<file path="config.mk">
export PLATFORM = sky130hd
export DESIGN_NAME = intr_vector_ctrl
export DESIGN_NICKNAME = d
export VERILOG_FILES = /design/src/rtl/intr_vector_ctrl_pkg.sv /design/src/rtl/intr_prio_enc.sv /design/src/rtl/intr_vector_ctrl.sv
export SDC_FILE = /design/constraint.sdc
export NUM_CORES = 1
export LEC_CHECK = 0
export CORE_MARGIN = 4
export CORE_UTILIZATION = 44
export DETAILED_ROUTE_END_ITERATION = 8
export GPL_TIMING_DRIVEN = 0
export PLACE_DENSITY = 0.8
export RECOVER_POWER = 100
export SLEW_MARGIN = 20
export SYNTH_ARGS = -nofsm -noshare
export SYNTH_HDL_FRONTEND = slang
export SYNTH_SLANG_ARGS = --single-unit
</file>
<file path="constraint.sdc">
create_clock -name i_clk -period 3.3 [get_ports i_clk]
set_clock_uncertainty 0.05 [all_clocks]
set_input_delay 0.495 -clock i_clk [delete_from_list [all_inputs] [get_ports i_clk]]
set_output_delay 0.495 -clock i_clk [all_outputs]
set_load 0.02 [all_outputs]
</file>
<file path="src/rtl/intr_vector_ctrl_pkg.sv">
// Shared constants for the interrupt vector controller: FSM states, code offsets,
// default word width and default vector-table stride.
package intr_vector_ctrl_pkg;

  localparam int WORD_BITS_DEFAULT   = 32;
  localparam int DEFAULT_STRIDE_LOG2 = 4;
  localparam int HARD_BASE           = 1;

  typedef enum logic [1:0] {
    ST_IDLE    = 2'd0,
    ST_REQ     = 2'd1,
    ST_SERVICE = 2'd2
  } intr_state_e;

  // Soft codes start right after the last hard code; code 0 means "none".
  function automatic int soft_base(input int n_hard);
    return n_hard + HARD_BASE;
  endfunction

endpackage

</file>
<file path="src/rtl/intr_prio_enc.sv">
// Find-first-set priority encoder: the lowest set bit wins, valid flags any set bit.
module intr_prio_enc #(
  parameter int WIDTH    = 12,
  parameter int IDX_BITS = (WIDTH > 1) ? $clog2(WIDTH) : 1
) (
  input  logic [WIDTH-1:0]    req,
  output logic                valid,
  output logic [IDX_BITS-1:0] index
);

  // Scan from the top down so the lowest set index is the last one written.
  always_comb begin
    valid = 1'b0;
    index = '0;
    for (int i = WIDTH - 1; i >= 0; i--) begin
      if (req[i]) begin
        valid = 1'b1;
        index = IDX_BITS'(i);
      end
    end
  end

endmodule

</file>
<file path="src/rtl/intr_vector_ctrl.sv">
// Interrupt/exception vector controller: latches hard IRQs and soft exceptions, arbitrates by
// fixed priority and holds the vector under req/ack until eret. Define INTR_EDGE_DETECT_EN for edge-latched hard IRQs.
module intr_vector_ctrl
  import intr_vector_ctrl_pkg::*;
#(
  parameter int WORD_BITS       = WORD_BITS_DEFAULT,
  parameter int N_HARD          = 8,
  parameter int N_SOFT          = 4,
  parameter int VEC_STRIDE_LOG2 = DEFAULT_STRIDE_LOG2,
  parameter int CODE_BITS       = $clog2(N_HARD + N_SOFT + 1),
  parameter int SIDX_BITS       = (N_SOFT > 1) ? $clog2(N_SOFT) : 1
) (
  input  logic                       i_clk,
  input  logic                       i_rst_n,
  input  logic [N_HARD-1:0]          i_h_irq,
  input  logic                       i_s_valid,
  input  logic [SIDX_BITS-1:0]       i_s_idx,
  input  logic                       i_mask_we,
  input  logic [N_HARD-1:0]          i_mask_wdata,
  input  logic [WORD_BITS-1:0]       i_vec_base,
  input  logic                       i_intr_ack,
  input  logic                       i_eret,
  output logic                       o_intr_req,
  output logic [WORD_BITS-1:0]       o_intr_address,
  output logic [CODE_BITS-1:0]       o_intr_code,
  output logic                       o_in_service,
  output logic [N_HARD+N_SOFT-1:0]   o_pending
);

  localparam int N_ALL    = N_HARD + N_SOFT;
  localparam int IDX_BITS = (N_ALL > 1) ? $clog2(N_ALL) : 1;

  intr_state_e            state_q, state_d;
  logic [N_HARD-1:0]      mask_q;
  logic [N_HARD-1:0]      hard_pend;
  logic [N_SOFT-1:0]      soft_pend_q;
  logic [N_SOFT-1:0]      set_soft, clr_soft;
  logic [CODE_BITS-1:0]   code_q;
  logic [WORD_BITS-1:0]   addr_q;
  logic                   take, ack_take;
  logic                   win_valid;
  logic [IDX_BITS-1:0]    win_idx;
  logic [CODE_BITS-1:0]   win_code;
  logic [WORD_BITS-1:0]   win_addr;

  // Hard bits sit in the LSBs so any eligible hard source beats every soft one.
  intr_prio_enc #(
    .WIDTH    (N_ALL),
    .IDX_BITS (IDX_BITS)
  ) u_prio (
    .req   ({soft_pend_q, hard_pend & mask_q}),
    .valid (win_valid),
    .index (win_idx)
  );

  assign win_code = CODE_BITS'(win_idx) + CODE_BITS'(HARD_BASE);
  assign win_addr = i_vec_base + (WORD_BITS'(win_code) << VEC_STRIDE_LOG2);

  always_comb begin
    state_d  = state_q;
    take     = 1'b0;
    ack_take = 1'b0;
    unique case (state_q)
      ST_IDLE: begin
        if (win_valid) begin
          state_d = ST_REQ;
          take    = 1'b1;
        end
      end
      ST_REQ: begin
        if (i_intr_ack) begin
          state_d  = ST_SERVICE;
          ack_take = 1'b1;
        end
      end
      ST_SERVICE: begin
        if (i_eret) state_d = ST_IDLE;
      end
      default: state_d = ST_IDLE;
    endcase
  end

  // An out-of-range index shifts the single bit off the top, so it sets nothing.
  always_comb begin
    set_soft = '0;
    clr_soft = '0;
    if (i_s_valid) set_soft = N_SOFT'(1) << i_s_idx;
    if (ack_take && (code_q >= CODE_BITS'(soft_base(N_HARD))))
      clr_soft = N_SOFT'(1) << (code_q - CODE_BITS'(soft_base(N_HARD)));
  end

  always_ff @(posedge i_clk or negedge i_rst_n) begin
    if (!i_rst_n) begin
      state_q     <= ST_IDLE;
      mask_q      <= '0;
      soft_pend_q <= '0;
      code_q      <= '0;
      addr_q      <= '0;
    end else begin
      state_q     <= state_d;
      soft_pend_q <= (soft_pend_q & ~clr_soft) | set_soft;
      if (i_mask_we) mask_q <= i_mask_wdata;
      if (take) begin
        code_q <= win_code;
        addr_q <= win_addr;
      end
    end
  end

`ifdef INTR_EDGE_DETECT_EN
  logic [N_HARD-1:0] irq_q;
  logic [N_HARD-1:0] hard_pend_q;
  logic [N_HARD-1:0] clr_hard;

  always_comb begin
    clr_hard = '0;
    if (ack_take && (code_q < CODE_BITS'(soft_base(N_HARD))))
      clr_hard = N_HARD'(1) << (code_q - CODE_BITS'(HARD_BASE));
  end

  // A fresh rising edge in the same cycle as the ack keeps the bit pending.
  always_ff @(posedge i_clk or negedge i_rst_n) begin
    if (!i_rst_n) begin
      irq_q       <= '0;
      hard_pend_q <= '0;
    end else begin
      irq_q       <= i_h_irq;
      hard_pend_q <= (hard_pend_q & ~clr_hard) | (i_h_irq & ~irq_q);
    end
  end

  assign hard_pend = hard_pend_q;
`else
  assign hard_pend = i_h_irq;
`endif

  assign o_intr_req     = (state_q == ST_REQ);
  assign o_in_service   = (state_q == ST_SERVICE);
  assign o_intr_address = addr_q;
  assign o_intr_code    = code_q;
  assign o_pending      = {soft_pend_q, hard_pend};

endmodule
</file>
==> reports/metrics.cfg <==
[synth]
synth_edf_count = 0
synth_top_area_share_pct = 45.0
netlist.top_cell.by_area = dfrtp_1
synth_compound_area_share_pct = 12.6
synth-main-ff-cell = dfrtp_1
syn_avg_cell_area_um2 = 9.60
synthesis.area_um2 = 2780
ys_types = 39
synth-xor-area-share_pct = 8.81
synth_fa_ha_area_share_pct = 3.42
synth_seq_area_share_pct = 45.0
synth_seq_cells = 50
synth_fp_nets = 353
synth_warnings = 0
synth_top_family_by_area = simple AND/OR/NAND/NOR gates
postSynth.asyncResetShare_pct = 100
synth-simple-area-share_pct = 17.8
syn-instance-count = 290
muxShareOfSynthArea_pct = 5.67
synthTopCellsByArea = dfrtp_1 45%, xor2_1 7.2%, nand2_1 5.9%

[sta]
min_period_ps = 3170
setup_viol = 0
whs_ps = 429
tightest_slew_ps = 1550
finalCritPeriodShare_pct = 96.0
hold_viol_final = 0
slew_violations = 30
fmax_mhz = 316
max-slew-margin-rel_pct = -3.52
setup-tns-final_ps = 0

[final_layout]
diodes = 0
nFillCells = 496
final_cells = 485
fin_nets = 473
layout-drive-gt1-share_pct = 11.7
fin_util_pct = 67.7
syn_to_final_growth_pct = 46.5

[place]
placed_cells = 470
dp_hpwl_um = 5760
gp_congestion = 0.840
port_buffers = 104

[floorplanning]
core_area_um2 = 6030
die_h_um = 87.5
placementRows = 28
die-area_um2 = 7660
die_x_um = 87.5
top_level_ports = 106
start_util_pct = 46.2

[setup_path]
crit_family = compound AO/OA/AOI/OAI gates
crit_chain = clkdlybuf4s50_1 -> a32o_1 -> o211ai_1 -> a32oi_2 -> ha_1 -> inv_1 -> fa_1 -> nand2b_4 -> a21oi_4 -> buf_4 -> nand4_1 -> xor2_1 -> o21ai_0
cp_max_fo = 3
path_class = input port to flip-flop
worst_setup_path_end_kind = flip-flop
required_ps = 3470
cp_num_buf_inv = 3
slowest_delay_ps = 440
cp.arrival_ps = 3340
start_kind = input port
cp_slowest_cell = clkdlybuf4s50_1

[routing]
drtAntennaViolNets = 0
drt_first_pass_iters = 4
wl_per_cell_um = 15.1
drt_iter0_drc = 93
routed_wirelength_um = 7310
drcViolationCount = 0
vias = 2521
via_per_inst = 5.20

[power]
leakage_nw = 1.73
ir_worst_vdd_mv = 0.427
p_total_w = 0.00300
power_density_nw_per_um2 = 735

[cts]
clkTransAtPathRegs_ps = 80
cts_tree = yes
h-tree-depth = 2
clk_latency_ps = 300
cts_made_buffers = 5
cts.sinks = 50
clockBufferDepth = 2
clock-root-buffer = clkbuf_8

[global_routing]
grt_max_degree = 30
grt_pass1_wl_um = 12100
overflow = 0
antenna_found_initial = 0
grt_use_total_pct = 20.2
grt_pass1_vias = 2608

[job]
cap_violations = 1

[worst_hold_path]
hold_class = flip-flop to flip-flop

[outcome]
status = finished with violations
violations = max-capacitance violations, max-slew violations

[cells by family after synthesis]
group	after synthesis
and+or+nand+nor	99
DFF	50
muxes	14
AOI/OAI and AO/OA	59
buffers and inverters	33
xor gates and xnor gates	28
adders and majority gates	7
[layout by cell type (no fill, tap or decap), types with 5 or more instances in the layout]
master,Yosys,routed
xnor2_1,5,5
nor2b_1,6,6
nand4_1,10,10
nand2_1,44,44
xor2_1,23,23
clkbuf_1,3,10
o21ai_0,30,29
clkbuf_8,0,5
a21oi_1,6,5
clkdlybuf4s50_1,0,51
ha_1,6,6
and4_1,5,5
dfrtp_1,50,50
inv_1,12,12
mux2_2,14,14
o21ai_1,6,7
dlygate4sd3_1,0,50
buf_4,9,17
nand3_1,13,13
nor2_1,6,6
and3_1,6,6
[flip-flops by register name, summed over array words and instances, names as in the netlist]
signal          count
mask_q              8
state_q             2
o_intr_address     32
soft_pend_q         4
o_intr_code         4
[stage by stage]
stage	worst slack, ps	instance area [um2]
6_report	132	4080
5_1_grt	-17.1	4080
4_1_cts	29.9	4080
3_5_place_dp	-769	3940
3_3_place_gp	-636	3920
2_1_floorplan	355	2780
[power by group]
part	switching, W	total, W	internal (W)
sequential	0.000172	0.00105	0.000875
clock	0.000189	0.000336	0.000146
combinational	0.000893	0.00161	0.000720
total	0.00125	0.00300	0.00174
[per-layer routing]
layer / routed length [um] / share of wire [%] / track usage [%] / vias to the layer above
met5: 0 / 0 / 0 / -
met4: 82 / 1.1 / 4.88 / 0
met3: 666 / 9.1 / 6.43 / 8
met2: 3540 / 48 / 34.8 / 89
met1: 3030 / 41 / 24.7 / 1188
li1: - / - / - / 1236
[worst paths after layout]
check	depth (start not counted)	startpoint	to	slack (ps)
max	13	i_h_irq[5]	o_intr_address[14]$_DFFE_PN0P_	130
min	2	o_intr_address[8]$_DFFE_PN0P_	o_intr_address[8]$_DFFE_PN0P_	430
max reg2reg	13	soft_pend_q[3]$_DFF_PN0_	o_intr_address[14]$_DFFE_PN0P_	210
min reg2reg	2	o_intr_address[8]$_DFFE_PN0P_	o_intr_address[8]$_DFFE_PN0P_	430
max in group asynchronous	2	i_rst_n	o_intr_address[6]$_DFFE_PN0P_	950
min in group asynchronous	1	i_rst_n	mask_q[6]$_DFFE_PN0P_	520
[repair_timing]
item,4_1_cts,5_1_grt
setup endpoints to repair,22,20
resized for setup,7,7
hold buffers,0,0
buffers inserted,5,2
pin swaps,4,5
cloned,1,0
[final cells by class]
| type | count | area, um2 | area share, % |
|---|---|---|---|
| multi-input combinational | 207 | 1380 | 33.8 |
| sequential | 50 | 1250 | 30.7 |
| timing repair buffer | 113 | 1100 | 26.9 |
| inverter | 12 | 45.0 | 1.10 |
| tap | 75 | 93.8 | 2.30 |
| buffer | 21 | 139 | 3.41 |
| clock buffer | 7 | 76.3 | 1.87 |
[cells in the mapped netlist, types with 9 or more instances]
master / instances
inv_1: 12
nand2_1: 44
dfrtp_1: 50
mux2_2: 14
nand4_1: 10
o21ai_0: 30
nand3_1: 13
buf_4: 9
xor2_1: 23
[tightest hold or removal path: stages (launching register included)]
cell and delay [ps]:
dfrtp_1 340, nand2_1 60, o31ai_2 50
No activity file was read; power rests on OpenSTA's default activity.
